===== src/rtl/cpu_pkg.sv =====
// cpu_pkg: shared address width and sequencer state encoding
package cpu_pkg;
  localparam int AW = 16;
  typedef enum logic [1:0] {BOOT, RUN, FLUSH, HALT} state_t;
endpackage


===== src/rtl/ras_stack.sv =====
// ras_stack: circular return-address stack, oldest entry overwritten when full
module ras_stack import cpu_pkg::*; #(
  parameter int DEPTH = 4
) (
  input  logic          clk,
  input  logic          clr,
  input  logic          push,
  input  logic          pop,
  input  logic [AW-1:0] din,
  output logic [AW-1:0] top,
  output logic          empty,
  output logic          full
);
  localparam int PW = DEPTH > 1 ? $clog2(DEPTH) : 1;
  logic [AW-1:0] mem [DEPTH];
  logic [PW-1:0] ptr;
  logic [PW:0]   cnt;
  assign empty = cnt == '0;
  assign full  = cnt == (PW+1)'(DEPTH);
  assign top   = mem[ptr - PW'(1)];
  always_ff @(posedge clk) begin
    if (clr) begin
      ptr <= '0;
      cnt <= '0;
    end else if (push) begin
      mem[ptr] <= din;
      ptr      <= ptr + PW'(1);
      cnt      <= full ? cnt : cnt + (PW+1)'(1);
    end else if (pop && !empty) begin
      ptr <= ptr - PW'(1);
      cnt <= cnt - (PW+1)'(1);
    end
  end
endmodule


===== src/rtl/pc_sequencer.sv =====
// pc_sequencer: next-PC controller with return stack, flush bubbles and halt
module pc_sequencer import cpu_pkg::*; #(
  parameter logic [AW-1:0] RESET_VEC    = 16'h0000,
  parameter logic [AW-1:0] PC_STEP      = 16'h0001,
  parameter int            RAS_DEPTH    = 4,
  parameter int            FLUSH_CYCLES = 2
) (
  input  logic          clk,
  input  logic          clr,
  input  logic [AW-1:0] pc_q,
  input  logic          stall,
  input  logic          br_taken,
  input  logic [AW-1:0] br_target,
  input  logic          jmp,
  input  logic [AW-1:0] jmp_target,
  input  logic          call,
  input  logic          ret,
  input  logic          halt,
  input  logic          resume,
  output logic [AW-1:0] pc_d,
  output logic          pc_load_n,
  output logic          fetch_valid,
  output logic          flush,
  output logic          halted,
  output logic          ras_ovf,
  output logic          ras_unf
);
  localparam int CW = $clog2(FLUSH_CYCLES + 1);
  state_t        state, nxt;
  logic [CW-1:0] cnt, cnt_nxt;
  logic [AW-1:0] inc, top;
  logic          push, pop, set_unf, empty, full;
  assign inc    = pc_q + PC_STEP;
  assign halted = state == HALT && !clr;
  ras_stack #(.DEPTH(RAS_DEPTH)) u_ras (
    .clk   (clk),
    .clr   (clr),
    .push  (push),
    .pop   (pop),
    .din   (inc),
    .top   (top),
    .empty (empty),
    .full  (full)
  );
  always_comb begin
    nxt         = state;
    cnt_nxt     = cnt;
    pc_d        = inc;
    pc_load_n   = 1'b0;
    fetch_valid = 1'b0;
    flush       = 1'b0;
    push        = 1'b0;
    pop         = 1'b0;
    set_unf     = 1'b0;
    if (clr) begin
      pc_d = RESET_VEC;
      nxt  = BOOT;
    end else begin
      case (state)
        BOOT: begin
          pc_d = RESET_VEC;
          nxt  = RUN;
        end
        RUN: begin
          fetch_valid = ~stall;
          if (halt) begin
            pc_load_n = 1'b1;
            nxt       = HALT;
          end else if (ret && empty) begin
            set_unf   = 1'b1;
            pc_load_n = 1'b1;
            nxt       = HALT;
          end else if (ret || call || jmp || br_taken) begin
            pc_d    = ret ? top : (call || jmp) ? jmp_target : br_target;
            pop     = ret;
            push    = call && !ret;
            flush   = 1'b1;
            nxt     = FLUSH;
            cnt_nxt = CW'(FLUSH_CYCLES);
          end else begin
            pc_load_n = stall;
          end
        end
        FLUSH: begin
          if (halt) begin
            pc_load_n = 1'b1;
            nxt       = HALT;
            cnt_nxt   = '0;
          end else begin
            cnt_nxt = cnt - CW'(1);
            nxt     = cnt <= CW'(1) ? RUN : FLUSH;
          end
        end
        default: begin
          pc_load_n = 1'b1;
          nxt       = resume && !halt ? RUN : HALT;
        end
      endcase
    end
  end
  always_ff @(posedge clk) begin
    if (clr) begin
      state   <= BOOT;
      cnt     <= '0;
      ras_ovf <= 1'b0;
      ras_unf <= 1'b0;
    end else begin
      state   <= nxt;
      cnt     <= cnt_nxt;
      ras_ovf <= ras_ovf | (push & full);
      ras_unf <= ras_unf | set_unf;
    end
  end
endmodule

===== config.mk =====
export PLATFORM = sky130hd
export DESIGN_NAME = pc_sequencer
export DESIGN_NICKNAME = d
export VERILOG_FILES = /design/src/rtl/cpu_pkg.sv /design/src/rtl/ras_stack.sv /design/src/rtl/pc_sequencer.sv
export SDC_FILE = /design/constraint.sdc
export NUM_CORES = 1
export LEC_CHECK = 0
export CAP_MARGIN = 0
export CORE_MARGIN = 2
export CORE_UTILIZATION = 47
export CTS_CLUSTER_SIZE = 40
export DETAILED_ROUTE_END_ITERATION = 10
export PLACE_DENSITY = 0.76
export REMOVE_ABC_BUFFERS = 1
export SLEW_MARGIN = 5
export SYNTH_ARGS = -nofsm -noshare
export SYNTH_HDL_FRONTEND = slang
export SYNTH_SLANG_ARGS = --single-unit

===== constraint.sdc =====
create_clock -name clk -period 3.18 [get_ports clk]
set_clock_uncertainty 0.15 [all_clocks]
set_input_delay 0.636 -clock clk [delete_from_list [all_inputs] [get_ports clk]]
set_output_delay 0.636 -clock clk [all_outputs]
set_load 0.01 [all_outputs]

==> results.md <==
- The worst setup path is captured at an output port.
- From bottom edge to top edge, the die measures between 90 and 100 um.
- Of the total power, the share spent switching nets is between 20% and 30%.
- The path with the worst hold slack has its endpoint at ras_ovf.
- The via count of the routed design is slightly below 3000.
- The number of distinct library cells after synthesis is 48.
- The maximum resistive drop on vdd is roughly 240 uV.
- Including well taps, the total number of placed cells is approximately 520.
- The final layout contains 490 nets.
- Counting along the longest clock path gives a buffer depth of 2.
- In the layout the commonest cells are sky130_fd_sc_hd__edfxtp_1 (64), sky130_fd_sc_hd__clkdlybuf4s50_1 (51), sky130_fd_sc_hd__buf_4 (49), sky130_fd_sc_hd__inv_1 (21), sky130_fd_sc_hd__mux2i_1 (18).
- The largest net degree at the start of global routing is 18.
- The first detailed-routing pass ran for 4 iterations.
- After synthesis, the share of flip-flops with an asynchronous set or reset is 0%.
- Synthesis produced roughly 290 cells.
- The endpoint of the most critical register-to-register path is u_ras.cnt[2].
- The number of antenna violations at the first check in global routing is 0.
- TritonCTS built the clock tree.
- In this run the power density over the cells is ~390 nW/um^2.
- The final layout contains routed wiring with a total length of 10200 um.
- Yosys printed 0 warnings.
- The worst setup path is of the in -> out kind.
- The share of the synthesized area in the top cell type is between 40% and 50%.
- The post-route clock period utilization is a little over nine tenths.
- Once detail routing completed, the nets flagged for antenna violations numbered 0.
- The count of hold buffers inserted by post-cts repair is 0.
- Setup violations remaining at the end of the flow were counted as 0.
- The number of I/O port buffers is between 70 and 80.
- The number of pins with negative max-slew slack in the final report was 0.
- The count of max-cap constraint violations is 0.
- In this run, synthesis produced a sequential element count of 75.
- The fraction of power consumed by combinational cells is a little under a fifth.
- The part of the total power dissipated in sequential elements is about half.
- The finished layout holds ~540 standard cells, fillers aside.
- Along the worst path, the maximum fanout reaches 5.
- The run finished with clean final reports.
- The H-tree was split into 3 levels.
- Once the floorplan was initialized, standard cells occupied between 40% and 50% of the core.
- The worst register-to-register path begins at state[1].
- The worst hold slack across all endpoints is 330 ps.
- The worst setup path is launched from an input pin.
- The number of synthesized flops with an enable pin is 64.
- In this run, the clock network consumes 31.9% of the power.
- The biggest area contributor in the post-synthesis netlist is sky130_fd_sc_hd__edfxtp_1.
- The number of global-route vias before repair is 3072.
- The analysis attributes to cell leakage a power of 2.10 nW.
- CTS saw 75 sinks.
- The number of violations reported at the end of detailed-routing iteration 0 is around 160.
- The worst path meets setup with 70.5 ps of slack.
- TritonCTS created 9 clock buffers.
- 0 antenna diodes ended up in the layout.
- Once placement finished, the instance area stood at 5240 um^2.
- By area the synthesized netlist is led by sky130_fd_sc_hd__edfxtp_1 (49%), sky130_fd_sc_hd__mux4_2 (9.2%), sky130_fd_sc_hd__dfxtp_1 (5.6%).
- The worst hold path cell count is 2.
- The core region is approximately 8000 um^2.
- The time the final worst path needs with I/O delays and setup is ~3100 ps.
- For this run, the register share of the synthesized area comes to 54.6%.
- The worst hold path begins at ras_ovf.
- The latest clock arrival within the worst-skew pair is around 340 ps.
- The clock transition at the registers of the reported paths is about 80 ps.
- The number of hold-slack violations in the final timing report is 0.
- The most frequent standard cell in the layout excluding fill and tap cells is sky130_fd_sc_hd__edfxtp_1.
- In the synthesized netlist the dominant register cell turns out to be sky130_fd_sc_hd__edfxtp_1.
- The total internal power is between 1.5 and 2 mW.
- The routability congestion estimate from global placement is approximately 0.9.
- In this run the power spent charging and discharging nets is approximately 520 uW.
- The number of core rows is 33.
- The pre-CTS setup slack is -538 ps.
- Summed over all layers, the global routing overflow is 0.
- Setup repair after global routing left no endpoint under its margin.
- In this run the worst hold path is classified as reg -> reg.
- The all-layer global routing usage is 23.6%.
- For the worst setup path, the data required time is 2390 ps.
- The via count normalized by instance count is 5.49.
- The floorplan step defined a die boundary enclosing just over 9000 um^2.
- The placed wire-length estimate after detailed placement is around 6800 um.
- The actual slew at the worst max-slew pin is ~540 ps.
- Of the cells placed in the final design, the portion with a size suffix greater than 1 is around a third.
- The final routed DRC violation total is 0.
- The area of all placed cells without fillers is 5520 um^2.
- The cell at the root of the clock tree is sky130_fd_sc_hd__clkbuf_8.
- The relative area change from synthesis to final layout is 40.6%.
- Counting cells, the worst reg-to-reg path comes to 8.
- The highest attainable clock frequency is around 0.32 GHz.
- The synthesized area per cell is 13.5 um^2.
- The tightest slew margin relative to the limit is between 60% and 70%.
- The width of the die is around 95 um.
- The cell area that synthesis handed to floorplanning was 3920 um^2.
- The wire length per cell after detailed routing is between 15 and 20 um.
- The power consumption is around 2.2 mW.
- The number of ports placed on the die boundary is 79.
- The setup slack of the most critical reg-to-reg path is 810 ps.
- For the worst setup path, the data arrival time is 2320 ps.
- The first global-routing pass estimated 15500 um of wire.
[what timing repair did]
action	in CTS	in global routing
endpoints found under the hold margin	0	0
setup endpoints to repair	18	13
cloned	1	2
pin swaps	3	2
resized for setup	82	9
buffers inserted	1	0
[per-layer routing]
metal	global-route usage, %	vias to the layer above	share of wire (%)
met5	0	-	0
met4	7.14	0	0.78
met3	6.17	7	9.4
met2	41.3	137	51
met1	28.8	1426	39
li1	-	1375	-
[synthesized netlist by cell type (2+ instances only)]
| cell type | instances |
|---|---|
| sky130_fd_sc_hd__xnor2_1 | 11 |
| sky130_fd_sc_hd__edfxtp_1 | 64 |
| sky130_fd_sc_hd__and2_1 | 4 |
| sky130_fd_sc_hd__dfxtp_1 | 11 |
| sky130_fd_sc_hd__mux2i_1 | 18 |
| sky130_fd_sc_hd__a21oi_1 | 6 |
| sky130_fd_sc_hd__nand2b_1 | 3 |
| sky130_fd_sc_hd__buf_4 | 2 |
| sky130_fd_sc_hd__mux2_2 | 16 |
| sky130_fd_sc_hd__xor2_1 | 5 |
| sky130_fd_sc_hd__ha_1 | 6 |
| sky130_fd_sc_hd__buf_6 | 4 |
| sky130_fd_sc_hd__nand2_1 | 10 |
| sky130_fd_sc_hd__or4_1 | 2 |
| sky130_fd_sc_hd__nor3_1 | 8 |
| sky130_fd_sc_hd__o22ai_1 | 16 |
| sky130_fd_sc_hd__a31oi_1 | 2 |
| sky130_fd_sc_hd__nor4_1 | 4 |
| sky130_fd_sc_hd__nand3_1 | 6 |
| sky130_fd_sc_hd__or3_1 | 2 |
| sky130_fd_sc_hd__nand4_1 | 2 |
| sky130_fd_sc_hd__nor2_1 | 15 |
| sky130_fd_sc_hd__clkbuf_1 | 4 |
| sky130_fd_sc_hd__buf_2 | 3 |
| sky130_fd_sc_hd__o21ai_0 | 5 |
| sky130_fd_sc_hd__mux4_2 | 16 |
| sky130_fd_sc_hd__nand3b_1 | 4 |
| sky130_fd_sc_hd__nor2b_1 | 2 |
| sky130_fd_sc_hd__inv_1 | 21 |
[layout make-up]
cell class	instances	area, um^2
clock buffer	10	128
clock inverter	6	56.3
fill	587	2620
inverter	22	82.6
multi-input combinational	179	1660
sequential	75	2140
tap	105	131
timing repair buffer	139	1320
[worst max path at each step]
| stage | startpoint | to | slack (ps) | depth (start not counted) |
|---|---|---|---|---|
| 2_1_floorplan | u_ras.ptr[0] | pc_d[0] | 30 | 5 |
| 3_3_place_gp | ret | pc_d[5] | -460 | 8 |
| 3_5_place_dp | pc_q[0] | pc_d[14] | -540 | 7 |
| 4_1_cts | br_taken | pc_d[14] | -80 | 7 |
| 5_1_grt | pc_q[4] | pc_d[9] | 10 | 7 |
| 6_report | pc_q[6] | pc_d[9] | 70 | 7 |
[flip-flops by register name, indices dropped and copies added, names as in the netlist]
signal     flops
u_ras.ptr      2
cnt            2
ras_unf        1
state          2
ras_ovf        1
u_ras.cnt      3
u_ras.mem     64
[power groups by stage]
stage	Clock [mW]	Combinational [mW]	Sequential, mW
6_report	0.694	0.394	1.09
5_1_grt	0.742	0.426	1.09
4_1_cts	0.705	0.388	1.09
3_5_place_dp	0	0.388	1.11
3_3_place_gp	0	0.380	1.11
2_1_floorplan	0	0.152	1.11
[kinds of logic after synthesis]
kind of cell | synth area share (%)
XOR/XNOR | 3.57
multiplexers | 18.4
AND/OR/NAND/NOR | 10.0
AO/OA/AOI/OAI | 6.12
adder cells (fa/ha/maj) | 2.42
buffers and inverters | 4.91
flip-flops | 54.6
[stage by stage]
| stage | setup TNS, ps | util (%) |
|---|---|---|
| 2_1_floorplan | 0 | - |
| 4_1_cts | -114 | 67.0 |
| 3_3_place_gp | -7260 | 64.4 |
| 6_report | 0 | 67.8 |
| 3_5_place_dp | -7900 | 64.4 |
| 5_1_grt | 0 | 67.8 |
[critical path: stages]
cell	delay [ps]
sky130_fd_sc_hd__clkdlybuf4s50_1	510
sky130_fd_sc_hd__nand4_2	140
sky130_fd_sc_hd__buf_4	180
sky130_fd_sc_hd__or3_1	360
sky130_fd_sc_hd__xor2_1	170
sky130_fd_sc_hd__o22ai_1	180
sky130_fd_sc_hd__buf_2	150
No activity file was read; power rests on OpenSTA's default activity.
